## src/rtl/booth_mult_ctrl.sv

```systemverilog
// ---------------------------------------------------------------------------
// booth_mult_ctrl
//   Sequential radix-2 Booth controller for a signed 8x8 multiply. One 8-bit
//   carry-lookahead adder is reused across 8 iterations. Operands arrive on a
//   valid/ready input handshake, and the 16-bit product leaves on a
//   valid/ready output handshake.
//
//   Ports
//     clk        in   1   rising-edge clock
//     rst        in   1   asynchronous reset, active high
//     in_valid   in   1   operand pair a/b valid
//     in_ready   out  1   controller idle and able to accept operands
//     a          in   8   multiplicand M, two's complement
//     b          in   8   multiplier Q, two's complement
//     out_valid  out  1   product p valid, held until accepted
//     out_ready  in   1   consumer accepts p
//     p          out  16  signed product a*b
//     busy       out  1   high while iterating
// ---------------------------------------------------------------------------

// carry_lookahead_adder
//   8-bit adder with generate/propagate carry lookahead.
//   Ports: a, b (8-bit addends), cin, sum (8-bit), cout.
module carry_lookahead_adder (
  input  logic [7:0] a,
  input  logic [7:0] b,
  input  logic       cin,
  output logic [7:0] sum,
  output logic       cout
);

  // Returns the carry into each bit position (bit 8 is the carry out).
  function automatic logic [8:0] cla_carries(input logic [7:0] g,
                                             input logic [7:0] pr,
                                             input logic       c0);
    logic [8:0] c;
    c = {8'h00, c0};
    for (int i = 0; i < 8; i++) begin
      c[i+1] = g[i] | (pr[i] & c[i]);
    end
    return c;
  endfunction

  logic [7:0] gen_s;
  logic [7:0] prop_s;
  logic [8:0] carry_s;

  // Generate/propagate terms, lookahead carries and the final sum.
  always_comb begin
    gen_s   = a & b;
    prop_s  = a ^ b;
    carry_s = cla_carries(gen_s, prop_s, cin);
    sum     = prop_s ^ carry_s[7:0];
    cout    = carry_s[8];
  end

endmodule

module booth_mult_ctrl #(
  parameter int WIDTH      = 8,
  parameter int EARLY_ZERO = 0
) (
  input  logic                 clk,
  input  logic                 rst,
  input  logic                 in_valid,
  output logic                 in_ready,
  input  logic [WIDTH-1:0]     a,
  input  logic [WIDTH-1:0]     b,
  output logic                 out_valid,
  input  logic                 out_ready,
  output logic [2*WIDTH-1:0]   p,
  output logic                 busy
);

  typedef enum logic [1:0] {
    IDLE = 2'd0,
    RUN  = 2'd1,
    DONE = 2'd2
  } state_t;

  state_t      state_r;
  logic [7:0]  acc_r;      // Booth accumulator A
  logic [7:0]  q_r;        // multiplier / low product half Q
  logic        q_1_r;      // Booth history bit Q_-1
  logic [2:0]  cnt_r;      // iteration counter
  logic [7:0]  m_r;        // captured multiplicand M
  logic        zero_r;     // zero-operand shortcut armed for this operation
  logic [15:0] p_r;
  logic        out_valid_r;
  logic        busy_r;
  logic        in_ready_r;

  logic [7:0]  add_b_s;
  logic        add_cin_s;
  logic [7:0]  sum_s;
  logic        cout_s;
  logic        x_s;
  logic [8:0]  s9_s;
  logic [7:0]  next_acc_s;
  logic [7:0]  next_q_s;

  // Booth recoding: pick +M, -M (as ~M + 1) or 0 from the Q[0]/Q_-1 pair.
  always_comb begin
    add_b_s   = 8'h00;
    add_cin_s = 1'b0;
    case ({q_r[0], q_1_r})
      2'b01: begin
        add_b_s   = m_r;
        add_cin_s = 1'b0;
      end
      2'b10: begin
        add_b_s   = ~m_r;
        add_cin_s = 1'b1;
      end
      default: begin
        add_b_s   = 8'h00;
        add_cin_s = 1'b0;
      end
    endcase
  end

  carry_lookahead_adder u_cla (
    .a    (acc_r),
    .b    (add_b_s),
    .cin  (add_cin_s),
    .sum  (sum_s),
    .cout (cout_s)
  );

  // Reconstruct the 9th (true sign) bit of the sum so that an overflowing
  // 8-bit result (e.g. 0 - (-128)) still shifts in the correct sign.
  always_comb begin
    x_s        = acc_r[7] ^ add_b_s[7] ^ cout_s;
    s9_s       = {x_s, sum_s};
    next_acc_s = s9_s[8:1];
    next_q_s   = {s9_s[0], q_r[7:1]};
  end

  // Control FSM and datapath registers; all outputs are registered here.
  always_ff @(posedge clk or posedge rst) begin
    if (rst) begin
      state_r     <= IDLE;
      acc_r       <= 8'h00;
      q_r         <= 8'h00;
      q_1_r       <= 1'b0;
      cnt_r       <= 3'd0;
      m_r         <= 8'h00;
      zero_r      <= 1'b0;
      p_r         <= 16'h0000;
      out_valid_r <= 1'b0;
      busy_r      <= 1'b0;
      in_ready_r  <= 1'b1;
    end else begin
      case (state_r)
        IDLE: begin
          if (in_valid && in_ready_r) begin
            m_r        <= a;
            q_r        <= b;
            acc_r      <= 8'h00;
            q_1_r      <= 1'b0;
            cnt_r      <= 3'd0;
            zero_r     <= (EARLY_ZERO != 0) && ((a == 8'h00) || (b == 8'h00));
            busy_r     <= 1'b1;
            in_ready_r <= 1'b0;
            state_r    <= RUN;
          end else begin
            state_r <= IDLE;
          end
        end
        RUN: begin
          if (zero_r) begin
            // Zero operand: the product is known, spend one cycle and finish.
            p_r         <= 16'h0000;
            out_valid_r <= 1'b1;
            busy_r      <= 1'b0;
            zero_r      <= 1'b0;
            state_r     <= DONE;
          end else begin
            acc_r <= next_acc_s;
            q_r   <= next_q_s;
            q_1_r <= q_r[0];
            cnt_r <= cnt_r + 3'd1;
            if (cnt_r == 3'd7) begin
              // Capture the product from the values this final step produces.
              p_r         <= {next_acc_s, next_q_s};
              out_valid_r <= 1'b1;
              busy_r      <= 1'b0;
              state_r     <= DONE;
            end else begin
              state_r <= RUN;
            end
          end
        end
        DONE: begin
          // in_valid is deliberately ignored here; only the output side moves.
          if (out_ready) begin
            out_valid_r <= 1'b0;
            in_ready_r  <= 1'b1;
            state_r     <= IDLE;
          end else begin
            state_r <= DONE;
          end
        end
        default: begin
          out_valid_r <= 1'b0;
          busy_r      <= 1'b0;
          in_ready_r  <= 1'b1;
          state_r     <= IDLE;
        end
      endcase
    end
  end

  assign in_ready  = in_ready_r;
  assign out_valid = out_valid_r;
  assign busy      = busy_r;
  assign p         = p_r;

endmodule

```

## config.mk

```make
export PLATFORM = sky130hd
export DESIGN_NAME = booth_mult_ctrl
export DESIGN_NICKNAME = d
export VERILOG_FILES = /design/src/rtl/booth_mult_ctrl.sv
export SDC_FILE = /design/constraint.sdc
export NUM_CORES = 1
export LEC_CHECK = 0
export CORE_ASPECT_RATIO = 0.9
export CORE_MARGIN = 4
export CORE_UTILIZATION = 56
export DETAILED_ROUTE_END_ITERATION = 12
export GPL_TIMING_DRIVEN = 0
export PLACE_DENSITY_LB_ADDON = 0.12
export SLEW_MARGIN = 20
export SYNTH_ARGS = -nofsm -noshare
export SYNTH_HDL_FRONTEND = slang
export SYNTH_SLANG_ARGS = --single-unit
```

## constraint.sdc

```tcl
create_clock -name clk -period 9 [get_ports clk]
set_clock_uncertainty 0.1 [all_clocks]
set_input_delay 0.9 -clock clk [delete_from_list [all_inputs] [get_ports clk]]
set_output_delay 0.9 -clock clk [all_outputs]
set_load 0.02 [all_outputs]
```

# == Yosys cells after proc, flatten, opt, wreduce, memory -nomap -nowiden ==
# Cells that the tools add are included.
# totals
in_bits,20
regBits,50
output_inout_bits,19
# classes
bitwise_logic,25
n_eq_ne,9
muxes,32
addsub,1
n_reduce_logical,11
# ops
cell,n
case mux 8 bit (2 select lines),3
2-to-1 mux 16 bit,2
2-to-1 mux 8 bit,4
bitwise XOR 8 bit,2
AND reduction 3 bit,4
2-to-1 mux 1 bit,11
case mux 1 bit (3 select lines),3
bitwise AND 1 bit,8
bitwise AND 8 bit,1
inverter 8 bit,1
bitwise OR 1 bit,8
2-to-1 mux 2 bit,3
2-to-1 mux 3 bit,2
"inequality test 2 bit, second input constant",3
case mux 2 bit (3 select lines),1
case mux 3 bit (2 select lines),1
AND reduction 2 bit,3
"equality test 2 x 1 -> 1 bit, second input constant",2
"equality test 2 bit, second input constant",2
case mux 1 bit (2 select lines),2
nonzero test 2 bit,2
"adder 3 x 1 -> 3 bit, second input constant",1
"equality test 3 bit, second input constant",1
"inequality test 3 bit, second input constant",1
4 further kinds,7

# == Longest topological paths before layout ==
# logic_depth
word_depth,22
mapped_depth,14
mapped_depth_nobuf,14

# == Hierarchy ==
# From an unflattened synthesis, not the netlist that was laid out.
# unflattened
cells_unflattened,218
area_unflattened_um2,2372.3
# by_module_without_submodules
mod,cells_each,n_inst,area_each_um2,seq_area_each_um2
booth_mult_ctrl,200,1,2174.6,1227.4
carry_lookahead_adder,18,1,197.7,0.0

# == Worst setup path after synthesis ==
# OpenSTA, ideal clock, no wires.
# synth_timing
path_kind,register to register
start,register q_1_r
end,"register p_r[14], in the netlist p[14]"
path_stages_with_launch,14
synth_period_minus_slack_ns,4.356
n_path_buf,0
slack_ns,4.644
setup_ns,0.125
required_time_ns,8.775
arrival_time_ns,4.131
cell_sequence,dfrtp_1 nand2b_1 nor2_1 a21oi_1 fa_1 fa_1 fa_1 fa_1 fa_1 fa_1 fa_1 inv_1 fa_1 mux2_2
# synth_via
elab_chain_len,20
# synth_lines
item,line_no,rtl
"start, declared",84,logic q_1_r;
"start signal, assigned",181,q_1_r <= q_r[0];
equality test 2 bit or equality test 2 x 1 -> 1 bit (tied branches),106,"case ({q_r[0], q_1_r})"
case mux 8 bit (2 select lines),106,
bitwise XOR 8 bit,51,prop_s = a ^ b;
bitwise AND 1 bit,39,c[i+1] = g[i] | (pr[i] & c[i]);
bitwise OR 1 bit,39,
bitwise AND 1 bit,39,
bitwise OR 1 bit,39,
bitwise AND 1 bit,39,
[5 not listed],-,
bitwise AND 1 bit,39,
bitwise OR 1 bit,39,
bitwise AND 1 bit,39,
bitwise OR 1 bit,39,
bitwise XOR 8 bit (*),53,sum = prop_s ^ carry_s[7:0];
via sum_s[7],95,logic [7:0] sum_s;
2-to-1 mux 16 bit (*),183,if (cnt_r == 3'd7) begin
2-to-1 mux 16 bit (*),171,if (zero_r) begin
"end signal, assigned",185,"p_r <= {next_acc_s, next_q_s};"
"end, declared",88,logic [15:0] p_r;
# The timed path passes the listed nets; every way through them passes the cells marked *. The select of a mux whose other input is x is not followed.
# A chain may end at the register's enable or synchronous reset.

# == Final worst setup path ==
# layout_timing
start,register q_r[0]
end,"register p_r[14], in the netlist p[14]"
# layout_via
elab_chain_len,20
# layout_lines
item,line_no,rtl
"start, declared",83,logic [7:0] q_r;
"start signal, assigned",180,q_r <= next_q_s;
equality test 2 bit or equality test 2 x 1 -> 1 bit (tied branches),106,
case mux 8 bit (2 select lines),106,
bitwise XOR 8 bit,51,
bitwise AND 1 bit,39,
bitwise OR 1 bit,39,
bitwise AND 1 bit,39,
bitwise OR 1 bit,39,
bitwise AND 1 bit,39,
[5 not listed],-,
bitwise AND 1 bit,39,
bitwise OR 1 bit,39,
bitwise AND 1 bit,39,
bitwise OR 1 bit,39,
bitwise XOR 8 bit (*),53,
via sum_s[7],95,
2-to-1 mux 16 bit (*),183,
2-to-1 mux 16 bit (*),171,
# Marked as above.

==> results_dict.tcl <==
set metrics [dict create \
    num_vias 1693 \
    synth_top_family_by_area "compound AO/OA/AOI/OAI gates" \
    dp_hpwl_um 3616 \
    setup_violations 0 \
    core_area_um2 4074 \
    drt-initial-drc-count 79 \
    finalSetupTns_ps 0 \
    use_met2 0.2898 \
    finalPower_mw 0.8398 \
    critPathLaunchType "flip-flop" \
    status "completed" \
    finalMaxSlewViolations 0 \
    crit_path_end_kind "flip-flop" \
    critical_path_arrival_ps 4810 \
    nFillCells 334 \
    grt_pass1_wl_um 7852 \
    cap_violations 0 \
    gp_congestion 0.8208 \
    slew_headroom 0.6660 \
    hold_path_class "reg2reg" \
    cts_buffers 5 \
    clockBufferDepth 2 \
    place_ws_ps 4331 \
    worstSetupPathType "reg2reg" \
    tritoncts "yes" \
    clk_pin_slew_ps 90 \
    place_inst 301 \
    utilization 0.7171 \
    reg2reg_slack_ps 4270 \
    layout.nets 291 \
    worstPathMaxFanout 6 \
    final_common_cell "dfrtp_1" \
    ys_ff_latch 49 \
    final_cell_mix "48 x dfrtp_1, 38 x clkdlybuf4s50_1, 32 x nand2_1" \
    gr-usage-met3 0.03896 \
    cts_setup_buffers 0 \
    grt_pass1_vias 1677 \
    regArea_um2 1227 \
    die_y_um 69.78 \
    finalHoldViolCount 0 \
    synth_area_um2 2375 \
    synth_cells 214 \
    drive_above_1_share 0.1379 \
    hold_end "p[10]$_DFFE_PP0P_" \
    avgSynthCellArea_um2 11.10 \
    ant_nets 0 \
    syn2layout_area_growth_pct 23.02 \
    final_area_um2 2922 \
    cts-root-buf "clkbuf_8" \
    whs_ps 387.4 \
    fp.dieW_um 76.64 \
    drc_errors 0 \
    hold_start "p[10]$_DFFE_PP0P_" \
    num_io_pins 39 \
    synth-simple-area-share 0.1185 \
    synth_compound_area_frac 0.1449 \
    period_minus_slack_ps 4729 \
    antenna_cells 0 \
    ctsHoldBuffers 0 \
    postCtsResizedCells 0 \
    synth-xor-area-share 0 \
    use_met1 0.2638 \
    grt_usage 0.1858 \
    wl_per_cell_um 14.95 \
    multi_input_area_um2 1045 \
    cellPowerDensity_nw_per_um2 287.4 \
    busiest_layer "met2" \
    clock_latency_ps 300 \
    muxShareOfSynthArea 0.09009 \
    ir_worst_vdd_mv 0.1515 \
    worstMarginPinSlew_ps 500.0 \
    p_leak_nw 1.310 \
    htreeDepth 2 \
    period_share 0.5255 \
    finalWirelength_um 4620 \
    antenna_found_initial 0 \
    r2r-end "p[14]$_DFFE_PP0P_" \
    port_buffers 38 \
    num_rows 22 \
    via_per_inst 5.479 \
    placed_cell_area_um2 2835 \
    rr_startpoint "q_r[0]$_DFFE_PP0P_" \
    finalNonFillerCells 309 \
    grt_max_degree 29 \
    dr.pass1.iters 4 \
    worstPathRequired_ps 9080 \
    syn_nets 245 \
    gr-total-overflow 0 \
    yosys_warnings 0 \
    hold_path_depth 2 \
    rr_worst_depth 13 \
    synthAdderAreaFrac 0.08641 \
    grt_setup_unrepaired "no" \
    yosysUniqueCellTypes 31 \
    setup_ws_ps 4271 \
    die-area_um2 5348 \
    start_util 0.5829 \
    synth-seq-area-share 0.5169 \
    clkSinkCount 49 \
    max_freq_mhz 211.4 \
]
## routing by layer
| metal | vias to the layer above | wire length [µm] | share of wire |
|---|---|---|---|
| li1 | 825 | - | - |
| met1 | 811 | 2182 | 0.47 |
| met2 | 47 | 2138 | 0.46 |
| met3 | 10 | 230 | 0.050 |
| met4 | 0 | 69 | 0.015 |
| met5 | - | 0 | 0 |
## worst max path at each step
stage,start,endpoint
after floorplan,q_1_r$_DFFE_PP0P_,p[14]$_DFFE_PP0P_
after global placement,q_r[0]$_DFFE_PP0P_,p[14]$_DFFE_PP0P_
after detailed placement,q_r[0]$_DFFE_PP0P_,p[14]$_DFFE_PP0P_
after CTS,q_r[0]$_DFFE_PP0P_,p[14]$_DFFE_PP0P_
after global routing,q_r[0]$_DFFE_PP0P_,p[14]$_DFFE_PP0P_
final,q_r[0]$_DFFE_PP0P_,p[14]$_DFFE_PP0P_
## power breakdown
group          switching, mW  internal (mW)
registers             0.0600          0.304
clock network         0.0699         0.0554
logic                  0.180          0.171
## critical path: stages (launching register included)
cell and delay (ps):
dfrtp_1 470, nand2b_1 190, nor2_1 130, a21oi_1 70
fa_1 410, fa_1 400, fa_1 410, fa_1 410
fa_1 390, fa_1 400, fa_1 370, inv_1 110
fa_1 470, mux2_2 280
## final cells by class
cell class,count,area share
clock buffer,6,0.02484
sequential,49,0.4201
timing repair buffer,39,0.1370
multi-input combinational,142,0.3576
clock inverter,2,0.004711
inverter,11,0.01413
tap,48,0.02056
buffer,12,0.02099
## flip-flops by register name, summed over array words and instances (netlist names)
signal / cells
q_r: 8
m_r: 8
state_r: 2
p: 16
q_1_r: 1
cnt_r: 3
busy: 1
out_valid: 1
in_ready: 1
acc_r: 8
## synthesized netlist by cell type
library cell / number / area share
o31ai_1: 2 / 0.0063
a21boi_0: 1 / 0.0032
a21oi_1: 10 / 0.021
nand2b_1: 2 / 0.0053
dfstp_2: 1 / 0.011
clkbuf_1: 6 / 0.0095
dfrtp_1: 48 / 0.51
mux2_2: 11 / 0.052
nand3b_4: 1 / 0.0084
o21a_1: 1 / 0.0032
nand2_1: 32 / 0.051
buf_4: 1 / 0.0032
buf_6: 1 / 0.0047
o221ai_1: 1 / 0.0037
inv_1: 11 / 0.017
mux2_4: 6 / 0.038
ha_1: 2 / 0.011
and2_1: 1 / 0.0026
o21ai_0: 15 / 0.032
a22oi_1: 7 / 0.022
fa_1: 9 / 0.076
buf_2: 4 / 0.0084
a31oi_1: 1 / 0.0026
nor2b_1: 8 / 0.021
o22a_1: 1 / 0.0037
o22ai_1: 7 / 0.018
and4bb_4: 1 / 0.0069
o2bb2ai_1: 6 / 0.022
o21ai_2: 1 / 0.0037
nor2_1: 15 / 0.024
o21bai_1: 1 / 0.0032
## cell families (layout without fill, tap and decap cells)
kind of cell | Yosys count | after routing
flip-flops | 49 | 49
multiplexers | 17 | 17
adder cells (fa/ha/maj) | 11 | 11
buffers and inverters | 23 | 70
AND/OR/NAND/NOR | 60 | 60
AO/OA/AOI/OAI | 54 | 54
Note: power is estimated with default switching activity, not from simulation.
